===== src/rtl/mem_pkg.sv =====
// Shared memory map constants for the data RAM and its memory-mapped peripherals.
package mem_pkg;
    localparam int MEM_DEPTH = 100;
    localparam int MEM_AW    = 16;
    localparam int MEM_DW    = 16;

    localparam int SEG_ADDR  = 0;
    localparam int DIOD_ADDR = 1;
    localparam int PWM_ADDR  = 2;
endpackage


===== src/rtl/rr_arbiter.sv =====
// Round-robin arbiter. It gives a one-hot grant to the first eligible index at or after ptr.
// The winner of a cycle gets the lowest priority in the following cycle.
module rr_arbiter #(
    parameter int N = 2,
    localparam int IW = (N > 1) ? $clog2(N) : 1
) (
    input  logic          clk,
    input  logic          reset,
    input  logic [N-1:0]  eligible,
    output logic [N-1:0]  grant,
    output logic [IW-1:0] grant_idx,
    output logic          any_grant
);
    logic [IW-1:0] ptr_q, ptr_d;

    function automatic logic [IW-1:0] idx_of(input logic [IW-1:0] base, input int k);
        int s;
        s = int'(base) + k;
        if (s >= N) s = s - N;
        return IW'(s);
    endfunction

    always_comb begin
        grant     = '0;
        grant_idx = '0;
        any_grant = 1'b0;
        for (int k = 0; k < N; k++) begin
            if (!any_grant && eligible[idx_of(ptr_q, k)]) begin
                any_grant             = 1'b1;
                grant_idx             = idx_of(ptr_q, k);
                grant[idx_of(ptr_q, k)] = 1'b1;
            end
        end
    end

    always_comb begin
        ptr_d = ptr_q;
        if (any_grant) ptr_d = (grant_idx == IW'(N - 1)) ? '0 : grant_idx + 1'b1;
    end

    always_ff @(posedge clk) begin
        if (reset) ptr_q <= '0;
        else       ptr_q <= ptr_d;
    end
endmodule


===== src/rtl/ram_port_arbiter.sv =====
// Shares the RAM read port and write port among NREQ requesters. Each port has its own round-robin
// arbiter. Out-of-range addresses are blocked, and read data goes back to the requester that issued the read.
module ram_port_arbiter
    import mem_pkg::*;
#(
    parameter int NREQ  = 2,
    parameter int AW    = MEM_AW,
    parameter int DW    = MEM_DW,
    parameter int DEPTH = MEM_DEPTH
) (
    input  logic               clk,
    input  logic               reset,
    input  logic [NREQ-1:0]    req_valid,
    input  logic [NREQ-1:0]    req_write,
    input  logic [NREQ*AW-1:0] req_addr,
    input  logic [NREQ*DW-1:0] req_wdata,
    output logic [NREQ-1:0]    req_ready,
    output logic [NREQ-1:0]    rsp_valid,
    output logic [DW-1:0]      rsp_data,
    output logic               addr_err,
    output logic               ram_ro_enable,
    output logic [AW-1:0]      ram_ro_addr,
    input  logic [DW-1:0]      ram_ro_data,
    output logic               ram_wo_enable,
    output logic [AW-1:0]      ram_wo_addr,
    output logic [DW-1:0]      ram_wo_data
);
    localparam int IW = (NREQ > 1) ? $clog2(NREQ) : 1;
    localparam logic [AW:0] LIMIT = (AW + 1)'(DEPTH);

    logic [NREQ-1:0] rd_elig, wr_elig, rd_grant, wr_grant;
    logic [IW-1:0]   rd_idx, wr_idx;
    logic            rd_any, wr_any, rd_in, wr_in;
    logic [AW-1:0]   rd_addr, wr_addr;

    logic [NREQ-1:0] rsp_valid_q, rsp_valid_d;
    logic            rsp_oob_q, rsp_oob_d;
    logic            addr_err_q, addr_err_d;

    function automatic logic in_range(input logic [AW-1:0] a);
        return {1'b0, a} < LIMIT;
    endfunction

    // Reset masks eligibility, so nothing is granted and the pointers are not advanced.
    assign rd_elig = reset ? '0 : (req_valid & ~req_write);
    assign wr_elig = reset ? '0 : (req_valid & req_write);

    rr_arbiter #(.N(NREQ)) u_rd_arb (
        .clk(clk), .reset(reset), .eligible(rd_elig),
        .grant(rd_grant), .grant_idx(rd_idx), .any_grant(rd_any)
    );

    rr_arbiter #(.N(NREQ)) u_wr_arb (
        .clk(clk), .reset(reset), .eligible(wr_elig),
        .grant(wr_grant), .grant_idx(wr_idx), .any_grant(wr_any)
    );

    assign rd_addr = req_addr[int'(rd_idx)*AW +: AW];
    assign wr_addr = req_addr[int'(wr_idx)*AW +: AW];
    assign rd_in   = in_range(rd_addr);
    assign wr_in   = in_range(wr_addr);

    assign req_ready     = rd_grant | wr_grant;
    assign ram_ro_enable = rd_any & rd_in;
    assign ram_ro_addr   = rd_addr;
    assign ram_wo_enable = wr_any & wr_in;
    assign ram_wo_addr   = wr_addr;
    assign ram_wo_data   = req_wdata[int'(wr_idx)*DW +: DW];

    // The one-hot read grant, registered, identifies the owner of the response.
    always_comb begin
        rsp_valid_d = rd_grant;
        rsp_oob_d   = rd_any & ~rd_in;
        addr_err_d  = addr_err_q | (rd_any & ~rd_in) | (wr_any & ~wr_in);
    end

    always_ff @(posedge clk) begin
        if (reset) begin
            rsp_valid_q <= '0;
            rsp_oob_q   <= 1'b0;
            addr_err_q  <= 1'b0;
        end else begin
            rsp_valid_q <= rsp_valid_d;
            rsp_oob_q   <= rsp_oob_d;
            addr_err_q  <= addr_err_d;
        end
    end

    assign rsp_valid = rsp_valid_q;
    assign rsp_data  = rsp_oob_q ? '0 : ram_ro_data;
    assign addr_err  = addr_err_q;
endmodule


===== config.mk =====
export PLATFORM = sky130hd
export DESIGN_NAME = ram_port_arbiter
export DESIGN_NICKNAME = d
export VERILOG_FILES = /design/src/rtl/mem_pkg.sv /design/src/rtl/rr_arbiter.sv /design/src/rtl/ram_port_arbiter.sv
export SDC_FILE = /design/constraint.sdc
export NUM_CORES = 1
export LEC_CHECK = 0
export CAP_MARGIN = 20
export CORE_MARGIN = 4
export CORE_UTILIZATION = 24
export DETAILED_ROUTE_END_ITERATION = 16
export HOLD_SLACK_MARGIN = 0.05
export MAX_ROUTING_LAYER = met4
export PLACE_DENSITY = 0.78
export SLEW_MARGIN = 5
export SYNTH_ARGS = -nofsm -noshare
export SYNTH_HDL_FRONTEND = slang
export SYNTH_SLANG_ARGS = --single-unit

===== constraint.sdc =====
create_clock -name clk -period 2.1 [get_ports clk]
set_input_delay 0.21 -clock clk [delete_from_list [all_inputs] [get_ports clk]]
set_output_delay 0.21 -clock clk [all_outputs]
set_load 0.005 [all_outputs]

; ---- Word level (Yosys, flattened, before mapping)
; Index checks and enable logic that the tools add are counted.
[classes]
n_shift = 3
n_mux = 41
reduce_logical = 8
addsub = 8
magnitude_cmp = 18
bitwise = 14
[op_table]
columns = operator, count
row1 = 32-bit by 6-bit variable part select with 16-bit output, 3
row2 = 16-bit by 7-bit less-than comparator with 1-bit output (second input constant), 2
row3 = 1-bit 2-to-1 mux, 30
row4 = 1-bit by 2-bit less-than comparator with 1-bit output (second input constant), 8
row5 = 16-bit 2-to-1 mux, 1
row6 = 2-bit 2-to-1 mux, 6
row7 = 1-bit logical AND, 6
row8 = 2-bit bitwise OR, 3
row9 = 1-bit by 1-bit adder with 2-bit output (second input constant), 2
row10 = 1-bit bitwise AND, 4
row11 = 2-bit bitwise AND, 2
row12 = 1-bit demux with 1-bit select, 4
row13 = 1-bit >= comparator (second input constant), 4
row14 = 1-bit by 2-bit >= comparator with 1-bit output (second input constant), 2
row15 = 2-bit >= comparator (second input constant), 2
row16 = 1-bit subtractor (second input constant), 4
row17 = 1-bit adder (second input constant), 2
row18 = 1-bit logical NOT, 2
row19 = 1-bit inverter, 2
row20 = 2-bit inverter, 1
row21 = 1-bit bitwise OR, 2
[totals]
inputBits = 86
word_cells = 97
out_inout_bits = 71
regBits = 6

; ---- Longest topological paths before layout
[logic_depth]
word_depth = 16
mapped_depth = 7
depth_no_buf = 5

; ---- Modules after synthesis
; From an unflattened synthesis, not the netlist that was laid out.
[unflattened]
hier_cells = 121
hier_area_um2 = 1117.3
[modules_own_cells]
columns = mod, area_per_inst_um2, n_inst, cells_per_inst, seq_area_each_um2
row1 = ram_port_arbiter, 973.4, 1, 105, 80.1
row2 = rr_arbiter (u_rd_arb), 75.1, 1, 8, 20.0
row3 = rr_arbiter (u_wr_arb), 68.8, 1, 8, 20.0

; ---- Least setup slack after synthesis
; Ideal clock, no wire load.
[synth_timing]
kind = input port to output port
from = input port reset
to = output port ram_wo_addr[0]
required_time_ps = 1890
t_arrival_ps = 1493
path_stages = 4
n_path_buf = 2
setup_slack_ps = 397
cell_sequence = clkbuf_1 > a311oi_2 > buf_2 > mux2_2
[synth_between]
elab_chain_cells = 8
word_cells_on_any_way = 11
classes_between = shift (1) / mux (8) / reduce/logical (2)
[synth_lines]
columns = element, line_no
row1 = "start, declared", ram_port_arbiter.sv:12  ; input logic reset,
row2 = 2-bit 2-to-1 mux (*), ram_port_arbiter.sv:46  ; assign wr_elig = reset ? '0 : (req_valid & req_write);
row3 = 1-bit 2-to-1 mux (not written as such) (2 in series), rr_arbiter.sv:28  ; if (!any_grant && eligible[idx_of(ptr_q, k)]) begin
row4 = 1-bit 2-to-1 mux, rr_arbiter.sv:28
row5 = 1-bit logical NOT, rr_arbiter.sv:28
row6 = 1-bit logical AND, rr_arbiter.sv:28
row7 = 1-bit 2-to-1 mux (*), rr_arbiter.sv:28
row8 = 32-bit by 6-bit variable part select with 16-bit output (*), ram_port_arbiter.sv:59  ; assign wr_addr = req_addr[int'(wr_idx)*AW +: AW];
row9 = "end, declared", ram_port_arbiter.sv:25  ; output logic [AW-1:0] ram_wo_addr,
; Mark *: on every way between the ends. The rest lies on a longest branch, timed or not. The select of a mux whose other input is x is not followed.

; ---- Worst setup path after layout
[layout_timing]
from = register u_rd_arb.ptr_q
to = output port ram_ro_enable
[layout_between]
elab_chain_cells = 11
word_cells_on_any_way = 20
classes_between = add/sub (3) / order compare (3) / shift (1) / mux (10) / bitwise (1) / reduce/logical (2)
[layout_lines]
columns = element, line_no
row1 = "start, declared", rr_arbiter.sv:14  ; logic [IW-1:0] ptr_q, ptr_d;
row2 = "start signal, assigned", rr_arbiter.sv:43  ; else ptr_q <= ptr_d;
row3 = 1-bit by 2-bit >= comparator with 1-bit output or 1-bit subtractor (tied branches), rr_arbiter.sv:19  ; if (s >= N) s = s - N;
row4 = 1-bit 2-to-1 mux, rr_arbiter.sv:19
row5 = 1-bit 2-to-1 mux (not written as such) (2 in series), rr_arbiter.sv:28
row6 = 1-bit 2-to-1 mux, rr_arbiter.sv:28
row7 = 1-bit logical NOT, rr_arbiter.sv:28
row8 = 1-bit logical AND, rr_arbiter.sv:28
row9 = 1-bit 2-to-1 mux, rr_arbiter.sv:28
row10 = 32-bit by 6-bit variable part select with 16-bit output, ram_port_arbiter.sv:58  ; assign rd_addr = req_addr[int'(rd_idx)*AW +: AW];
row11 = 16-bit by 7-bit less-than comparator with 1-bit output, ram_port_arbiter.sv:41  ; return {1'b0, a} < LIMIT;
row12 = 1-bit bitwise AND (*), ram_port_arbiter.sv:64  ; assign ram_ro_enable = rd_any & rd_in;
row13 = "end, declared", ram_port_arbiter.sv:21  ; output logic ram_ro_enable,
; Marks and branches as above.

==> Implementation_results.wiki <==
{| class="wikitable"
! Metric !! Value
|-
| Fin. Hold Viols || 0
|-
| Startpoint of the worst-slack reg-to-reg timing path || u_rd_arb.ptr_q
|-
| Area of all placed cells without fillers || 0.00317 sq mm
|-
| TritonCTS clock tree || built
|-
| Sort of element at the start of the critical path || flop
|-
| Register-to-register path setup slack || 0.37 ns
|-
| Fraction of final layout cells with drive strength greater than 1 || 0.386
|-
| Static power due to leakage || 1.39 nW
|-
| Relative slew slack || 0.701
|-
| Setup Viol. Count Final || 0
|-
| 1st-pass router iterations || 4
|-
| Data arrival time at the worst-slack endpoint || 1.85 ns
|-
| Largest net degree at the start of global routing || 17
|-
| Clock skew || 0.00177 ns
|-
| Largest family of logic cells by synthesized area || multiplexers
|-
| Final period utilization || 0.982
|-
| Worst-path maximum fanout || 4
|-
| Total count of max-transition violations in the final report || 0
|-
| Placeable Area || 0.00438 sq mm
|-
| Final-layout worst hold slack || 0.395 ns
|-
| Number of antenna violations at the first check in global routing || 0
|-
| Number of primary I/O pins || 157
|-
| Floorplan die width || 75.5 microns
|-
| Cell row count || 24
|-
| Hold path start || req_valid[1]
|-
| Nets in the synthesized netlist || 205
|-
| Clock-pin slew of the registers on the worst-case setup and hold paths || 0.04 ns
|-
| Max IR drop VDD || 192 uV
|-
| Worst Reg-to-Reg Cells || 7
|-
| Number of stages on the worst hold path || 2
|-
| Count of unresolved DRC violations after routing || 0
|-
| Slew at the pin closest to its max-slew limit || 0.449 ns
|-
| Via count of the first global-routing pass || 1873
|-
| Clock sink total || 6
|-
| Wire length of the first global-routing pass || 8.62 mm
|-
| Multiplexer area fraction after synthesis || 0.548
|-
| Fraction of the mapped netlist area in simple logic gates || 0.221
|-
| Clock period minus final worst setup slack || 2.06 ns
|-
| CP Capture Type || primary output
|-
| Area enclosed by the die boundary || 0.00570 sq mm
|-
| Adder-Cell Fraction of Synth Area || 0
|-
| Count of distinct cell types in the synthesized netlist || 26
|-
| WP data required || 1.89 ns
|-
| Post-synthesis xor/xnor area fraction || 0
|-
| Synthesized flop and latch total || 6
|-
| Worst Hold Endpoint || rsp_valid[0]
|-
| WL final || 5.86 mm
|-
| Final worst setup slack || 0.0381 ns
|-
| Remaining Overflow, GRT || 0
|-
| # hold bufs at CTS || 0
|-
| Via/cell ratio || 4.61
|-
| Starting Density || 0.249
|-
| Buffer type at the clock tree root || sky130_fd_sc_hd__clkbuf_8
|-
| Synthesized instance count || 119
|-
| Top achievable clock speed || 0.485 GHz
|-
| Worst r2r dst || addr_err
|-
| Category of the most critical setup path || flop to primary output
|-
| Worst min path class || input port to flop
|-
| Final Wtd Congestion || 0.797
|-
| Detail Placement HPWL || 4.89 mm
|-
| Detailed Route Iter0 Violations || 8
|-
| Outcome || completed
|-
| Number of buffer cells added on primary ports || 156
|-
| Growth of design area from synthesis to finish || 190%
|-
| Number of antenna-violating nets in the routed design || 0
|-
| Max-capacitance violation count || 0
|-
| Synthesis warning total || 0
|-
| Overall power of the completed layout || 0.000863 W
|-
| Vias || 1720
|-
| Insertion delay to the later sink of the worst-skew pair || 0.22 ns
|-
| Number of CTS-inserted buffers || 3
|-
| Mean Syn Cell Area || 9.19 sq um
|-
| Final nets || 409
|-
| Synth Area in Compound Gates || 0.0664
|-
| Power density cells || 272 mW/mm^2
|-
| Longest Clk Path Bufs || 2
|-
| Number of inserted diodes || 0
|-
| Setup slack after placement || -0.402 ns
|-
| Post-synthesis instance area || 0.00109 sq mm
|-
| Mean routed wirelength per cell || 15.7 microns
|-
| CTS H-Tree Depth || 1
|-
| Setup repair after global routing missed its margin || true
|-
| Fraction of the core area covered by cells at the end of the flow || 0.723
|-
| Global routing usage summed across all routing layers || 0.205
|-
| Post-detailed-placement cell area || 0.00295 sq mm
|-
| Sequential cell area fraction in the yosys report || 0.110
|-
| Die Y-Extent || 75.5 microns
|}
worst max path at each step:
stage | slack, ns | start | to | depth (start not counted)
2_1_floorplan | 0.40 | reset | ram_wo_addr[0] | 4
5_1_grt | -0.01 | u_rd_arb.ptr_q | ram_ro_enable | 7
3_3_place_gp | -0.41 | req_valid[1] | ram_wo_data[12] | 6
4_1_cts | -0.004 | req_write[0] | ram_wo_addr[14] | 7
6_report | 0.04 | u_rd_arb.ptr_q | ram_ro_enable | 7
3_5_place_dp | -0.40 | req_valid[1] | ram_wo_data[12] | 6
kinds of logic (layout without fill, tap and decap cells):
family,count (synthesis),in the layout
DFF,6,6
muxes,50,50
buffers and inverters,11,213
and+or+nand+nor,42,42
AOI/OAI and AO/OA,10,10
cells in the final DEF, fill, tap and decap left out:
| cell type | n |
|---|---|
| sky130_fd_sc_hd__clkbuf_8 | 3 |
| sky130_fd_sc_hd__dfxtp_2 | 1 |
| sky130_fd_sc_hd__inv_2 | 2 |
| sky130_fd_sc_hd__nand2_1 | 3 |
| sky130_fd_sc_hd__clkdlybuf4s50_1 | 100 |
| sky130_fd_sc_hd__o311ai_2 | 1 |
| sky130_fd_sc_hd__nor3_1 | 3 |
| sky130_fd_sc_hd__dlygate4sd2_1 | 26 |
| sky130_fd_sc_hd__nor3b_1 | 2 |
| sky130_fd_sc_hd__nor2_2 | 1 |
| sky130_fd_sc_hd__buf_6 | 3 |
| sky130_fd_sc_hd__a311oi_1 | 1 |
| sky130_fd_sc_hd__buf_12 | 3 |
| sky130_fd_sc_hd__buf_16 | 2 |
| sky130_fd_sc_hd__clkdlybuf4s15_1 | 22 |
| sky130_fd_sc_hd__nor2b_1 | 16 |
| sky130_fd_sc_hd__inv_1 | 2 |
| sky130_fd_sc_hd__or2_2 | 1 |
| sky130_fd_sc_hd__clkdlybuf4s15_2 | 1 |
| sky130_fd_sc_hd__and2_1 | 1 |
| sky130_fd_sc_hd__nand2_2 | 2 |
| sky130_fd_sc_hd__dfxtp_1 | 4 |
| sky130_fd_sc_hd__a21oi_1 | 4 |
| sky130_fd_sc_hd__clkbuf_2 | 7 |
| sky130_fd_sc_hd__mux2_2 | 39 |
| sky130_fd_sc_hd__nand2b_4 | 1 |
| sky130_fd_sc_hd__o21ai_0 | 1 |
| sky130_fd_sc_hd__or3_4 | 1 |
| sky130_fd_sc_hd__dfxtp_4 | 1 |
| sky130_fd_sc_hd__mux2i_1 | 1 |
| sky130_fd_sc_hd__mux2_4 | 10 |
| sky130_fd_sc_hd__nor2_1 | 6 |
| sky130_fd_sc_hd__buf_4 | 42 |
| sky130_fd_sc_hd__o22ai_1 | 1 |
| sky130_fd_sc_hd__and4_1 | 2 |
| sky130_fd_sc_hd__nor4_2 | 2 |
| sky130_fd_sc_hd__a311oi_4 | 1 |
| sky130_fd_sc_hd__and3b_1 | 1 |
| sky130_fd_sc_hd__o311ai_1 | 1 |
power breakdown:
group          total (W)  internal (W)  switching [W]
Combinational   0.000559      0.000393       0.000166
Sequential      0.000132      0.000122     0.00000942
Clock           0.000172      0.000123      0.0000489
Total           0.000863      0.000638       0.000224
cell usage after synthesis (all sizes together):
master  instances  area (sq um)
a21oi           4          20.0
a311oi          2          23.8
and2            1          6.26
and3b           1          8.76
and4            2          17.5
buf             5          37.5
clkbuf          2          7.51
dfxtp           6           120
inv             4          15.0
mux2           49           589
mux2i           1          10.0
nand2           5          18.8
nand2b          1          8.76
nor2            7          26.3
nor2b          16           100
nor3            3          15.0
nor3b           2          15.0
nor4            2          12.5
o21ai           1          5.00
o22ai           1          6.26
o311ai          2          17.5
or2             1          6.26
or3             1          6.26
layer usage:
layer | share of wire | track usage | vias to the layer above
li1 | - | - | 849
met5 | 0 | - | -
met1 | 0.33 | 0.192 | 773
met2 | 0.54 | 0.399 | 94
met4 | 0.0082 | 0.0330 | 0
met3 | 0.12 | 0.0765 | 4
area by class of cell:
type                    instances  area [sq um]
clock buffers                   3          41.3
fillers                       342          1220
inverters                       4          15.0
multi-input cells             102           962
flip-flops and latches          6           125
well taps                      52          65.1
repair buffers                206          1960
critical path, cell delays in order (launching register included):
cell and delay (ns):
sky130_fd_sc_hd__dfxtp_4 0.35, sky130_fd_sc_hd__nor2_2 0.05, sky130_fd_sc_hd__or3_4 0.41, sky130_fd_sc_hd__buf_4 0.16, sky130_fd_sc_hd__buf_6 0.10, sky130_fd_sc_hd__mux2_4 0.29
sky130_fd_sc_hd__and2_1 0.16, sky130_fd_sc_hd__clkbuf_2 0.11
state kept, by name (all words and copies together), names as in the netlist:
signal	flops
rsp_valid	2
addr_err	1
rsp_oob_q	1
u_rd_arb.ptr_q	1
u_wr_arb.ptr_q	1
stage by stage:
stage	setup TNS, ns	cells
final	0	373
after floorplan	0	119
after detailed placement	-17.30	352
after global placement	-17.41	352
after CTS	-0.00604	368
after global routing	-0.0234	373
what timing repair did:
action | in CTS | in global routing
pin swaps | 2 | 3
gates resized for setup | 74 | 43
cloned | 2 | 0
setup endpoints to repair | 51 | 28
buffers inserted | 11 | 5
(Power assumes the default switching activity.)
